===== config.mk =====
export PLATFORM = sky130hd
export DESIGN_NAME = i2s_stereo_tx
export DESIGN_NICKNAME = d
export VERILOG_FILES = /design/src/rtl/i2s_pkg.sv /design/src/rtl/i2s_edge_sync.sv /design/src/rtl/i2s_stereo_tx.sv
export SDC_FILE = /design/constraint.sdc
export NUM_CORES = 1
export LEC_CHECK = 0
export CAP_MARGIN = 20
export CORE_UTILIZATION = 50
export CTS_BUF_LIST = sky130_fd_sc_hd__clkbuf_4 sky130_fd_sc_hd__clkbuf_8
export DETAILED_ROUTE_END_ITERATION = 7
export PLACE_DENSITY = 0.79
export SLEW_MARGIN = 20
export SYNTH_ARGS = -nofsm -noshare
export SYNTH_HDL_FRONTEND = slang
export SYNTH_HIERARCHICAL = 1
export SYNTH_SLANG_ARGS = --single-unit

===== constraint.sdc =====
create_clock -name clk -period 1.5 [get_ports clk]
set_input_delay 0.225 -clock clk [delete_from_list [all_inputs] [get_ports clk]]
set_output_delay 0.225 -clock clk [all_outputs]
set_load 0.02 [all_outputs]

===== src/rtl/i2s_pkg.sv =====
// Shared I2S transmitter definitions: default frame geometry, stereo sample
// container and channel encoding for the lrck level.
package i2s_pkg;

    localparam int unsigned I2S_DATA_W = 24;
    localparam int unsigned I2S_SLOT_W = 32;

    typedef struct packed {
        logic [I2S_DATA_W-1:0] left;
        logic [I2S_DATA_W-1:0] right;
    } stereo_t;

    typedef enum logic {
        CH_LEFT  = 1'b0,
        CH_RIGHT = 1'b1
    } chan_e;

endpackage


===== src/rtl/i2s_edge_sync.sv =====
// Two-flop synchronizer for an asynchronous clock-like input, with a third
// flop so single-cycle rise/fall pulses can be derived in the clk domain.
module i2s_edge_sync (
    input  logic clk,
    input  logic reset,
    input  logic async_in,
    output logic level,
    output logic rise,
    output logic fall
);

    logic meta_q, meta_d;
    logic sync_q, sync_d;
    logic prev_q, prev_d;

    always_comb begin
        meta_d = async_in;
        sync_d = meta_q;
        prev_d = sync_q;
    end

    always_ff @(posedge clk) begin
        if (reset) begin
            meta_q <= 1'b0;
            sync_q <= 1'b0;
            prev_q <= 1'b0;
        end else begin
            meta_q <= meta_d;
            sync_q <= sync_d;
            prev_q <= prev_d;
        end
    end

    assign level = sync_q;
    assign rise  = sync_q & ~prev_q;
    assign fall  = ~sync_q & prev_q;

endmodule


===== src/rtl/i2s_stereo_tx.sv =====
// I2S stereo transmitter slaved to external bck/lrck: one-deep holding
// register feeding per-channel shift registers reloaded at each frame start.
module i2s_stereo_tx
    import i2s_pkg::*;
#(
    parameter int unsigned DATA_W = I2S_DATA_W,
    parameter int unsigned SLOT_W = I2S_SLOT_W
) (
    input  logic              clk,
    input  logic              reset,
    input  logic              bck_in,
    input  logic              lrck_in,
    input  logic              s_valid,
    output logic              s_ready,
    input  logic [DATA_W-1:0] s_left,
    input  logic [DATA_W-1:0] s_right,
    output logic              sdata,
    output logic              underrun
);

    localparam int unsigned      CNT_W   = $clog2(SLOT_W);
    localparam logic [CNT_W-1:0] CNT_MAX = CNT_W'(SLOT_W - 1);

    logic bck_level_unused, bck_rise_unused, bck_fall;
    logic lrck_level, lrck_rise, lrck_fall;

    i2s_edge_sync u_bck_sync (
        .clk      (clk),
        .reset    (reset),
        .async_in (bck_in),
        .level    (bck_level_unused),
        .rise     (bck_rise_unused),
        .fall     (bck_fall)
    );

    i2s_edge_sync u_lrck_sync (
        .clk      (clk),
        .reset    (reset),
        .async_in (lrck_in),
        .level    (lrck_level),
        .rise     (lrck_rise),
        .fall     (lrck_fall)
    );

    logic [DATA_W-1:0] hold_left_q,   hold_left_d;
    logic [DATA_W-1:0] hold_right_q,  hold_right_d;
    logic [DATA_W-1:0] shift_left_q,  shift_left_d;
    logic [DATA_W-1:0] shift_right_q, shift_right_d;
    logic [CNT_W-1:0]  bit_cnt_q,     bit_cnt_d;
    logic              hold_full_q,   hold_full_d;
    logic              s_ready_q,     s_ready_d;
    logic              sdata_q,       sdata_d;
    logic              underrun_q,    underrun_d;
    logic              armed_q,       armed_d;

    logic  accept;
    logic  slot_start;
    logic  msb;
    chan_e chan;

    assign accept     = s_valid && s_ready_q;
    assign slot_start = bck_fall && (lrck_rise || lrck_fall);
    assign chan       = chan_e'(lrck_level);

    always_comb begin
        hold_left_d   = hold_left_q;
        hold_right_d  = hold_right_q;
        shift_left_d  = shift_left_q;
        shift_right_d = shift_right_q;
        bit_cnt_d     = bit_cnt_q;
        hold_full_d   = hold_full_q;
        sdata_d       = sdata_q;
        armed_d       = armed_q;
        underrun_d    = 1'b0;
        msb           = 1'b0;

        if (accept) begin
            hold_left_d  = s_left;
            hold_right_d = s_right;
            hold_full_d  = 1'b1;
        end

        // The bit after an lrck edge is the I2S delay slot, so nothing shifts.
        if (slot_start) begin
            bit_cnt_d = '0;
            sdata_d   = 1'b0;
        end else if (bck_fall) begin
            if (chan == CH_LEFT) begin
                msb          = shift_left_q[DATA_W-1];
                shift_left_d = {shift_left_q[DATA_W-2:0], 1'b0};
            end else begin
                msb           = shift_right_q[DATA_W-1];
                shift_right_d = {shift_right_q[DATA_W-2:0], 1'b0};
            end
            sdata_d = armed_q && msb && (32'(bit_cnt_q) < DATA_W);
            if (bit_cnt_q != CNT_MAX) begin
                bit_cnt_d = bit_cnt_q + CNT_W'(1);
            end
        end

        // Frame load sits after the shift so it wins if both land together;
        // a same-cycle accept only ever refills an empty holding register.
        if (lrck_fall) begin
            armed_d = 1'b1;
            if (hold_full_q) begin
                shift_left_d  = hold_left_q;
                shift_right_d = hold_right_q;
                hold_full_d   = 1'b0;
            end else begin
                shift_left_d  = '0;
                shift_right_d = '0;
                underrun_d    = 1'b1;
            end
        end

        s_ready_d = !hold_full_d;
    end

    always_ff @(posedge clk) begin
        if (reset) begin
            hold_left_q   <= '0;
            hold_right_q  <= '0;
            shift_left_q  <= '0;
            shift_right_q <= '0;
            bit_cnt_q     <= '0;
            hold_full_q   <= 1'b0;
            s_ready_q     <= 1'b0;
            sdata_q       <= 1'b0;
            underrun_q    <= 1'b0;
            armed_q       <= 1'b0;
        end else begin
            hold_left_q   <= hold_left_d;
            hold_right_q  <= hold_right_d;
            shift_left_q  <= shift_left_d;
            shift_right_q <= shift_right_d;
            bit_cnt_q     <= bit_cnt_d;
            hold_full_q   <= hold_full_d;
            s_ready_q     <= s_ready_d;
            sdata_q       <= sdata_d;
            underrun_q    <= underrun_d;
            armed_q       <= armed_d;
        end
    end

    assign s_ready  = s_ready_q;
    assign sdata    = sdata_q;
    assign underrun = underrun_q;

endmodule


==> results.sh, run 1 <==
export IMPL_status="finished clean"
export IMPL_dr_pass1_iters=4
export IMPL_r2r_end="bit_cnt_q[3]"
export IMPL_syn_area_sq_mm=0.00483
export IMPL_crit_top_cell="ha_4"
export IMPL_critical_path_top_delay_family="simple AND/OR/NAND/NOR gates"
export IMPL_placed_cells=698
export IMPL_final_core_util=0.627
export IMPL_clkSlewWorstSetupHoldPaths_ps=90
export IMPL_skew_ps=16.4
export IMPL_cts_sinks=112
export IMPL_startpoint_type="register"
export IMPL_grt_usage=0.201
export IMPL_total_power_uw=5510
export IMPL_instances_no_fill=713
export IMPL_fp_dieW_um=100
export IMPL_place_hpwl_um=5970
export IMPL_io_pins=56
export IMPL_cts_setup_buffers=0
export IMPL_synth_cells=542
export IMPL_synth_area_per_cell_sq_um=8.90
export IMPL_worstRegToRegCells=6
export IMPL_die_y_um=100
export IMPL_cts_max_level=3
export IMPL_endpoint_kind="register"
export IMPL_powerDensity_mw_per_mm2=947
export IMPL_period_minus_slack_ps=1490
export IMPL_avgViaCountPerCell=5.31
export IMPL_rrSetupSlack_ps=6
export IMPL_worstMarginPinSlew_ps=326
export IMPL_cp_num_buf_inv=0
export IMPL_final_area_sq_mm=0.00583
export IMPL_placed_area_sq_mm=0.00559
export IMPL_cts_root_buffer="clkbuf_8"
export IMPL_rsz0062_at_grt="yes"
export IMPL_grt_pass1_wl_um=16300
export IMPL_clk_path_buf_depth=2
export IMPL_place_congestion=0.682
export IMPL_rows=35
export IMPL_worstSkewPairLatency_ps=370
export IMPL_crit_required_ps=1800
export IMPL_drc=0
export IMPL_ir_worst_vdd_mv=0.480
export IMPL_initial_core_util=0.520
export IMPL_leakagePower_uw=0.00190
export IMPL_critPathSlowestCell="dfxtp_2"
export IMPL_syn_to_final_growth_pct=20.7
export IMPL_grt_pass1_vias=3610
export IMPL_fmax_ghz=0.669
export IMPL_gr_total_overflow=0
export IMPL_detail_route_antenna_nets=0
export IMPL_drive_above_1_share=0.193
export IMPL_r2r_start="bit_cnt_q[0]"
export IMPL_cp_cell_sequence="ha_4 -> and3_4 -> ha_4 -> nand2b_4 -> or3_4 -> a21oi_2"
export IMPL_min_from="reset"
export IMPL_worstPathArrival_ps=1790
export IMPL_hold_buffers=0
export IMPL_min_path_cells=2
export IMPL_drv_slew=0
export IMPL_final_nets=635
export IMPL_path_class="register to register"
export IMPL_min_path_type="primary input to register"
export IMPL_slowest_delay_ps=340
export IMPL_synth_nets=597
export IMPL_io_buffers=55
export IMPL_cts_tree="built"
export IMPL_cts_buffers=9
export IMPL_dieArea_sq_mm=0.0100
export IMPL_drt_wl_total_um=9550
export IMPL_drtIter0Drc=141
export IMPL_grt_max_degree=51
export IMPL_cap_viol_max_count=0
export IMPL_hold_viol_final=0
export IMPL_setup_viol=0
export IMPL_antenna_found_initial=0
export IMPL_hold_path_end="u_lrck_sync/level"
export IMPL_slew_headroom=0.783
export IMPL_nFillCells=798
export IMPL_diodes=0
export IMPL_vias=3784
export IMPL_yosys_warnings=6
export IMPL_fin_crit_sh=0.996
export IMPL_cp_max_fo=3
export IMPL_crit_cells=6
export IMPL_fp_coreArea_sq_mm=0.00928
export IMPL_wl_per_cell_um=13.4
## worst reg2reg max path, stage by stage (launching register included)
cell and delay (ps):
dfxtp_2 340, ha_4 150, and3_4 180, ha_4 160
nand2b_4 140, or3_4 330, a21oi_2 120
## layout by cell type, fill, tap and decap left out, types with 2 or more instances in the layout
master             n
nand2_1          148
dfxtp_1          109
a21oi_1           79
clkdlybuf4s50_1   51
a21boi_0          46
a211oi_2          41
a21oi_2           21
buf_12            11
clkbuf_8          10
buf_4             10
nor2b_1            8
a211oi_1           5
nor2_1             5
nand3b_1           4
nand3_1            3
dfxtp_2            3
dlygate4sd2_1      3
nor2b_4            3
nand2b_1           2
mux2_2             2
ha_4               2
clkinv_2           2
## report_power, final
| group | total, uW | leakage (uW) | internal [uW] | switching (uW) |
|---|---|---|---|---|
| combinational | 597 | 0.000893 | 298 | 299 |
| sequential | 3150 | 0.000913 | 3090 | 62.8 |
| clock | 1760 | 0.0000985 | 809 | 955 |
## final cells by class
type | instances | area (sq um) | area share
Sequential cell | 112 | 2250 | 0.386
Tap cell | 129 | 161 | 0.0277
Timing Repair Buffer | 75 | 832 | 0.143
Clock inverter | 5 | 56.3 | 0.00966
Multi-Input combinational cell | 382 | 2390 | 0.411
Clock buffer | 10 | 138 | 0.0236
## state kept, by name, indices dropped and copies added (netlist names), 5 cells and up
register       cells
hold_left_q       24
bit_cnt_q          5
shift_right_q     24
hold_right_q      24
shift_left_q      24
## worst max-delay path by stage
| stage | from | to | slack [ps] |
|---|---|---|---|
| finish | bit_cnt_q[0] | bit_cnt_q[3] | 6 |
| global route | bit_cnt_q[0] | bit_cnt_q[3] | -50 |
| CTS | bit_cnt_q[0] | bit_cnt_q[3] | -1 |
| detailed placement | bit_cnt_q[0] | bit_cnt_q[3] | -40 |
| global placement | bit_cnt_q[0] | bit_cnt_q[3] | 20 |
| floorplan | bit_cnt_q[0] | bit_cnt_q[3] | 9 |
## what timing repair did
action,CTS,global route
pin swaps,2,0
endpoints found under the setup margin,5,18
endpoints found under the hold margin,0,0
cloned,0,0
resized for setup,10,5
## per-stage QoR
stage          hold slack [ps]  setup slack [ps]  setup TNS [ps]
5_1_grt                    252             -52.6           -52.6
6_report                   243              5.79               0
3_5_place_dp               423             -42.9           -43.8
2_1_floorplan              297              9.35               0
3_3_place_gp               427              15.6               0
4_1_cts                    226             -1.28           -1.28
## per-layer routing
layer	track usage	up-vias	routed length, um
met5	0	-	0
met4	0.0814	0	157
met3	0.0244	12	420
met2	0.342	75	4510
met1	0.260	1776	4470
li1	-	1921	-
No activity file was read; power rests on OpenSTA's default activity.
==> run 2: changes to the inputs <==
Settings changed: CORE_MARGIN set to 8, CORE_UTILIZATION 50 to 52, PLACE_DENSITY 0.79 to 0.82, SLEW_MARGIN 20 to 30.
==> results.sh, run 2 (synthesized netlist as in run 1, its figures left out) <==
export IMPL_status="finished clean"
export IMPL_hold_path_end="u_bck_sync/meta_q"
export IMPL_place_hpwl_um=6360
export IMPL_fin_crit_sh=0.987
export IMPL_worstPathArrival_ps=1780
export IMPL_final_core_util=0.644
export IMPL_seqCellArea_sq_mm=0.00224
export IMPL_p_sw_uw=1340
export IMPL_dr_pass1_iters=4
export IMPL_cts_root_buffer="clkbuf_8"
export IMPL_slowest_delay_ps=330
export IMPL_cts_max_level=3
export IMPL_crit_cells=6
export IMPL_wl_per_cell_um=14.4
export IMPL_drt_wl_total_um=10100
export IMPL_initial_core_util=0.530
export IMPL_min_from="reset"
export IMPL_p_int_uw=4160
export IMPL_cts_buffers=9
export IMPL_instances_no_fill=701
export IMPL_avgViaCountPerCell=5.49
export IMPL_cts_sinks=112
export IMPL_cp_cell_sequence="ha_2 -> and3_4 -> ha_4 -> nand2b_4 -> or3_4 -> a21oi_2"
export IMPL_grt_pass1_wl_um=17200
export IMPL_rows=35
export IMPL_antenna_found_initial=0
export IMPL_grt_pass1_vias=3910
export IMPL_drv_slew=0
export IMPL_powerDensity_mw_per_mm2=939
export IMPL_drive_above_1_share=0.202
export IMPL_hold_viol_final=0
export IMPL_io_buffers=55
export IMPL_critPathSlowestCell="dfxtp_2"
export IMPL_leakagePower_uw=0.00195
export IMPL_most_common_layout_cells="nand2_1 (148), dfxtp_1 (110), a21oi_1 (79), clkdlybuf4s50_1 (51), a211oi_2 (40)"
export IMPL_min_path_cells=2
export IMPL_grt_max_degree=65
export IMPL_setup_tns_ps=0
export IMPL_syn_to_final_growth_pct=21.5
export IMPL_vias=3848
export IMPL_fp_dieW_um=112
export IMPL_worstRegToRegCells=6
export IMPL_ir_worst_vdd_mv=0.484
export IMPL_path_class="register to register"
export IMPL_clk_path_buf_depth=2
export IMPL_power_frac_clock=0.318
export IMPL_p_comb_frac=0.109
export IMPL_detail_route_antenna_nets=0
export IMPL_power_frac_seq=0.573
export IMPL_r2r_end="bit_cnt_q[3]"
export IMPL_critical_path_top_delay_family="simple AND/OR/NAND/NOR gates"
export IMPL_die_y_um=112
export IMPL_min_path_type="primary input to register"
export IMPL_grt_usage=0.160
export IMPL_io_pins=56
export IMPL_rsz0062_at_grt="yes"
export IMPL_setup_viol=0
export IMPL_skew_ps=13.6
export IMPL_period_minus_slack_ps=1480
export IMPL_dieArea_sq_mm=0.0126
export IMPL_r2r_start="bit_cnt_q[1]"
export IMPL_fp_coreArea_sq_mm=0.00911
export IMPL_p_sw_frac=0.244
export IMPL_rrSetupSlack_ps=20
export IMPL_drc=0
export IMPL_endpoint_kind="register"
export IMPL_cts_tree="built"
export IMPL_place_congestion=0.764
export IMPL_placed_cells=681
export IMPL_nFillCells=724
export IMPL_slew_headroom=0.785
export IMPL_multi_input_area_sq_mm=0.00238
export IMPL_startpoint_type="register"
export IMPL_cp_num_buf_inv=0
export IMPL_gr_total_overflow=0
export IMPL_final_nets=641
export IMPL_cap_viol_max_count=0
export IMPL_cp_max_fo=3
export IMPL_worstMarginPinSlew_ps=323
export IMPL_diodes=0
export IMPL_worstSkewPairLatency_ps=370
export IMPL_drtIter0Drc=209
export IMPL_crit_required_ps=1800
export IMPL_clkSlewWorstSetupHoldPaths_ps=90
export IMPL_final_common_cell="nand2_1"
export IMPL_fmax_ghz=0.675
run 2: changes by cell type in the layout (fill, tap and decap cells not counted), sizes merged:
| cell | before | now |
|---|---|---|
| clkinv | 2 | 3 |
| buf | 21 | 25 |
| clkbuf | 10 | 11 |
run 2: worst reg2reg max path, cell delays in order, from the launching register on:
cell	delay, ps
dfxtp_2	330
ha_2	180
and3_4	180
ha_4	160
nand2b_4	140
or3_4	320
a21oi_2	110
run 2: metal layers:
metal  GRT usage  routed length, um  vias up
met1       0.189               4780     1831
met4      0.0522                104        0
met5           0                  0        -
met3      0.0424                424        6
met2       0.276               4810       74
li1            -                  -     1937
run 2: final cells by class:
type                    instances  area share
clock buffers                   9      0.0211
multi-input cells             382       0.405
clock inverters                 6      0.0117
flip-flops and latches        112       0.383
repair buffers                 81       0.156
well taps                     111      0.0237
run 2: through the flow:
stage	total power [uW]	worst slack [ps]	hold slack [ps]	area, sq um
2_1_floorplan	3550	9.35	297	4850
3_3_place_gp	3790	19.3	426	5560
3_5_place_dp	3810	-29.0	446	5560
4_1_cts	5550	6.34	89.4	5770
5_1_grt	5740	-30.3	97.0	5870
6_report	5510	19.1	108	5870
run 2: how the worst max path moves through the flow:
stage                  from      endpoint  slack, ps
6_report       bit_cnt_q[1]  bit_cnt_q[3]         20
5_1_grt        bit_cnt_q[1]  bit_cnt_q[3]        -30
4_1_cts        bit_cnt_q[1]  bit_cnt_q[3]          6
3_5_place_dp   bit_cnt_q[0]  bit_cnt_q[3]        -30
3_3_place_gp   bit_cnt_q[0]  bit_cnt_q[3]         20
2_1_floorplan  bit_cnt_q[0]  bit_cnt_q[3]          9
run 2: what timing repair did:
| item | 4_1_cts | 5_1_grt |
|---|---|---|
| setup buffers | 1 | 2 |
| endpoints found under the setup margin | 4 | 9 |
| resized for setup | 7 | 13 |
| cloned | 0 | 2 |
| pin swaps | 3 | 0 |
| hold buffers | 0 | 0 |
run 2: power by group through the flow:
stage / registers, uW / clock network, uW / logic, uW
floorplan: 3210 / 0 / 341
global placement: 3220 / 0 / 574
detailed placement: 3220 / 0 / 592
CTS: 3150 / 1810 / 593
global route: 3170 / 1920 / 659
finish: 3150 / 1750 / 599
==> run 3: changes to the inputs <==
Settings changed: PLACE_DENSITY 0.82 to 0.78.
==> results.sh, run 3 (synthesized netlist as in run 1, its figures left out) <==
export IMPL_leakagePower_uw=0.00198
export IMPL_grt_usage=0.162
export IMPL_cap_viol_max_count=0
export IMPL_worstSkewPairLatency_ps=380
export IMPL_drc=0
export IMPL_io_buffers=55
export IMPL_wl_per_cell_um=14.7
export IMPL_final_common_cell="nand2_1"
export IMPL_grt_pass1_wl_um=17300
export IMPL_place_hpwl_um=6710
export IMPL_cts_buffers=9
export IMPL_min_path_type="primary input to register"
export IMPL_final_nets=648
export IMPL_hold_viol_final=0
export IMPL_most_common_layout_cells="nand2_1 (147), dfxtp_1 (108), a21oi_1 (79), clkdlybuf4s50_1 (51), a21boi_0 (46)"
export IMPL_path_class="register to register"
export IMPL_rows=35
export IMPL_io_pins=56
export IMPL_powerDensity_mw_per_mm2=914
export IMPL_worstPathArrival_ps=1720
export IMPL_slew_headroom=0.759
export IMPL_fp_dieW_um=112
export IMPL_vias=3873
export IMPL_hold_buffers=0
export IMPL_drt_wl_total_um=10400
export IMPL_drv_slew=0
export IMPL_nFillCells=729
export IMPL_period_minus_slack_ps=1470
export IMPL_power_frac_clock=0.307
export IMPL_initial_core_util=0.530
export IMPL_grt_max_degree=37
export IMPL_power_frac_seq=0.580
export IMPL_place_congestion=0.718
export IMPL_setup_slack_ps=33.6
export IMPL_endpoint_kind="register"
export IMPL_rsz0062_at_grt="yes"
export IMPL_crit_required_ps=1750
export IMPL_worstMarginPinSlew_ps=362
export IMPL_drive_above_1_share=0.217
export IMPL_p_int_uw=4020
export IMPL_cp_max_fo=6
export IMPL_p_sw_uw=1410
export IMPL_avgViaCountPerCell=5.46
export IMPL_fin_crit_sh=0.978
export IMPL_p_sw_frac=0.260
export IMPL_detail_route_antenna_nets=0
export IMPL_startpoint_type="register"
export IMPL_syn_to_final_growth_pct=23.3
export IMPL_setup_viol=0
export IMPL_cts_max_level=3
export IMPL_status="finished clean"
export IMPL_clkSlewWorstSetupHoldPaths_ps=100
export IMPL_gr_total_overflow=0
export IMPL_fmax_ghz=0.682
export IMPL_cts_sinks=112
export IMPL_cts_tree="built"
export IMPL_p_comb_frac=0.113
export IMPL_skew_ps=13.2
export IMPL_die_y_um=112
export IMPL_dieArea_sq_mm=0.0126
export IMPL_fp_coreArea_sq_mm=0.00911
export IMPL_grt_pass1_vias=3787
export IMPL_diodes=0
export IMPL_total_power_uw=5430
export IMPL_cts_root_buffer="clkbuf_8"
export IMPL_pre_cts_slack_ps=-17.4
export IMPL_antenna_found_initial=0
export IMPL_clk_path_buf_depth=2
export IMPL_drtIter0Drc=159
export IMPL_ir_worst_vdd_mv=0.429
export IMPL_dr_pass1_iters=4
run 3: path summary, 6_finish.rpt:
kind	start	endpoint	slack, ps	cells past startpoint
worst min-delay path	reset	u_bck_sync/meta_q	250	2
worst min register to register	u_lrck_sync/meta_q	u_lrck_sync/level	460	1
worst max-delay path	u_bck_sync/prev_q	shift_left_q[23]	30	7
worst max register to register	u_bck_sync/prev_q	shift_left_q[23]	30	7
run 3: metal layers:
metal / track usage / vias to the layer above / share of wire
met2: 0.274 / 72 / 0.48
met1: 0.198 / 1827 / 0.47
met4: 0.0594 / 0 / 0.018
met5: 0 / - / 0
met3: 0.0354 / 19 / 0.035
li1: - / 1955 / -
run 3: cell type report:
cell class                      instances  area [sq um]  area share
Tap cell                              111           139      0.0233
Timing Repair Buffer                   88           990       0.166
Clock buffer                            9           124      0.0208
Sequential cell                       112          2250       0.378
Multi-Input combinational cell        382          2390       0.402
Clock inverter                          7          55.1     0.00926
run 3: power groups by stage:
stage / combinational, uW / clock [uW] / sequential [uW]
floorplan: 341 / 0 / 3210
global placement: 576 / 0 / 3220
detailed placement: 597 / 0 / 3220
CTS: 597 / 1690 / 3150
global route: 679 / 1830 / 3170
finish: 613 / 1670 / 3150
run 3: stage by stage:
| step | utilization | TNS, ps | std cells | hold WS [ps] | instance area, sq um |
|---|---|---|---|---|---|
| 6_report | 0.653 | 0 | 709 | 245 | 5950 |
| 4_1_cts | 0.634 | 0 | 699 | 234 | 5780 |
| 5_1_grt | 0.653 | -201 | 709 | 240 | 5950 |
| 3_3_place_gp | 0.613 | 0 | 683 | 421 | 5590 |
| 3_5_place_dp | 0.613 | -17.4 | 683 | 445 | 5590 |
| 2_1_floorplan | - | 0 | 542 | 297 | 4850 |
run 3: worst max-delay path: stages, from the launching register on:
cell	delay (ps)
dfxtp_2	320
nor2b_1	110
buf_4	150
nor3b_4	150
buf_4	140
buf_12	130
a21oi_1	240
a211oi_2	110
run 3: what timing repair did:
| item | in CTS | in global routing |
|---|---|---|
| setup endpoints to repair | 4 | 54 |
| resized for setup | 6 | 11 |
| setup buffers | 0 | 6 |
| cloned | 0 | 4 |
| pin swaps | 1 | 12 |
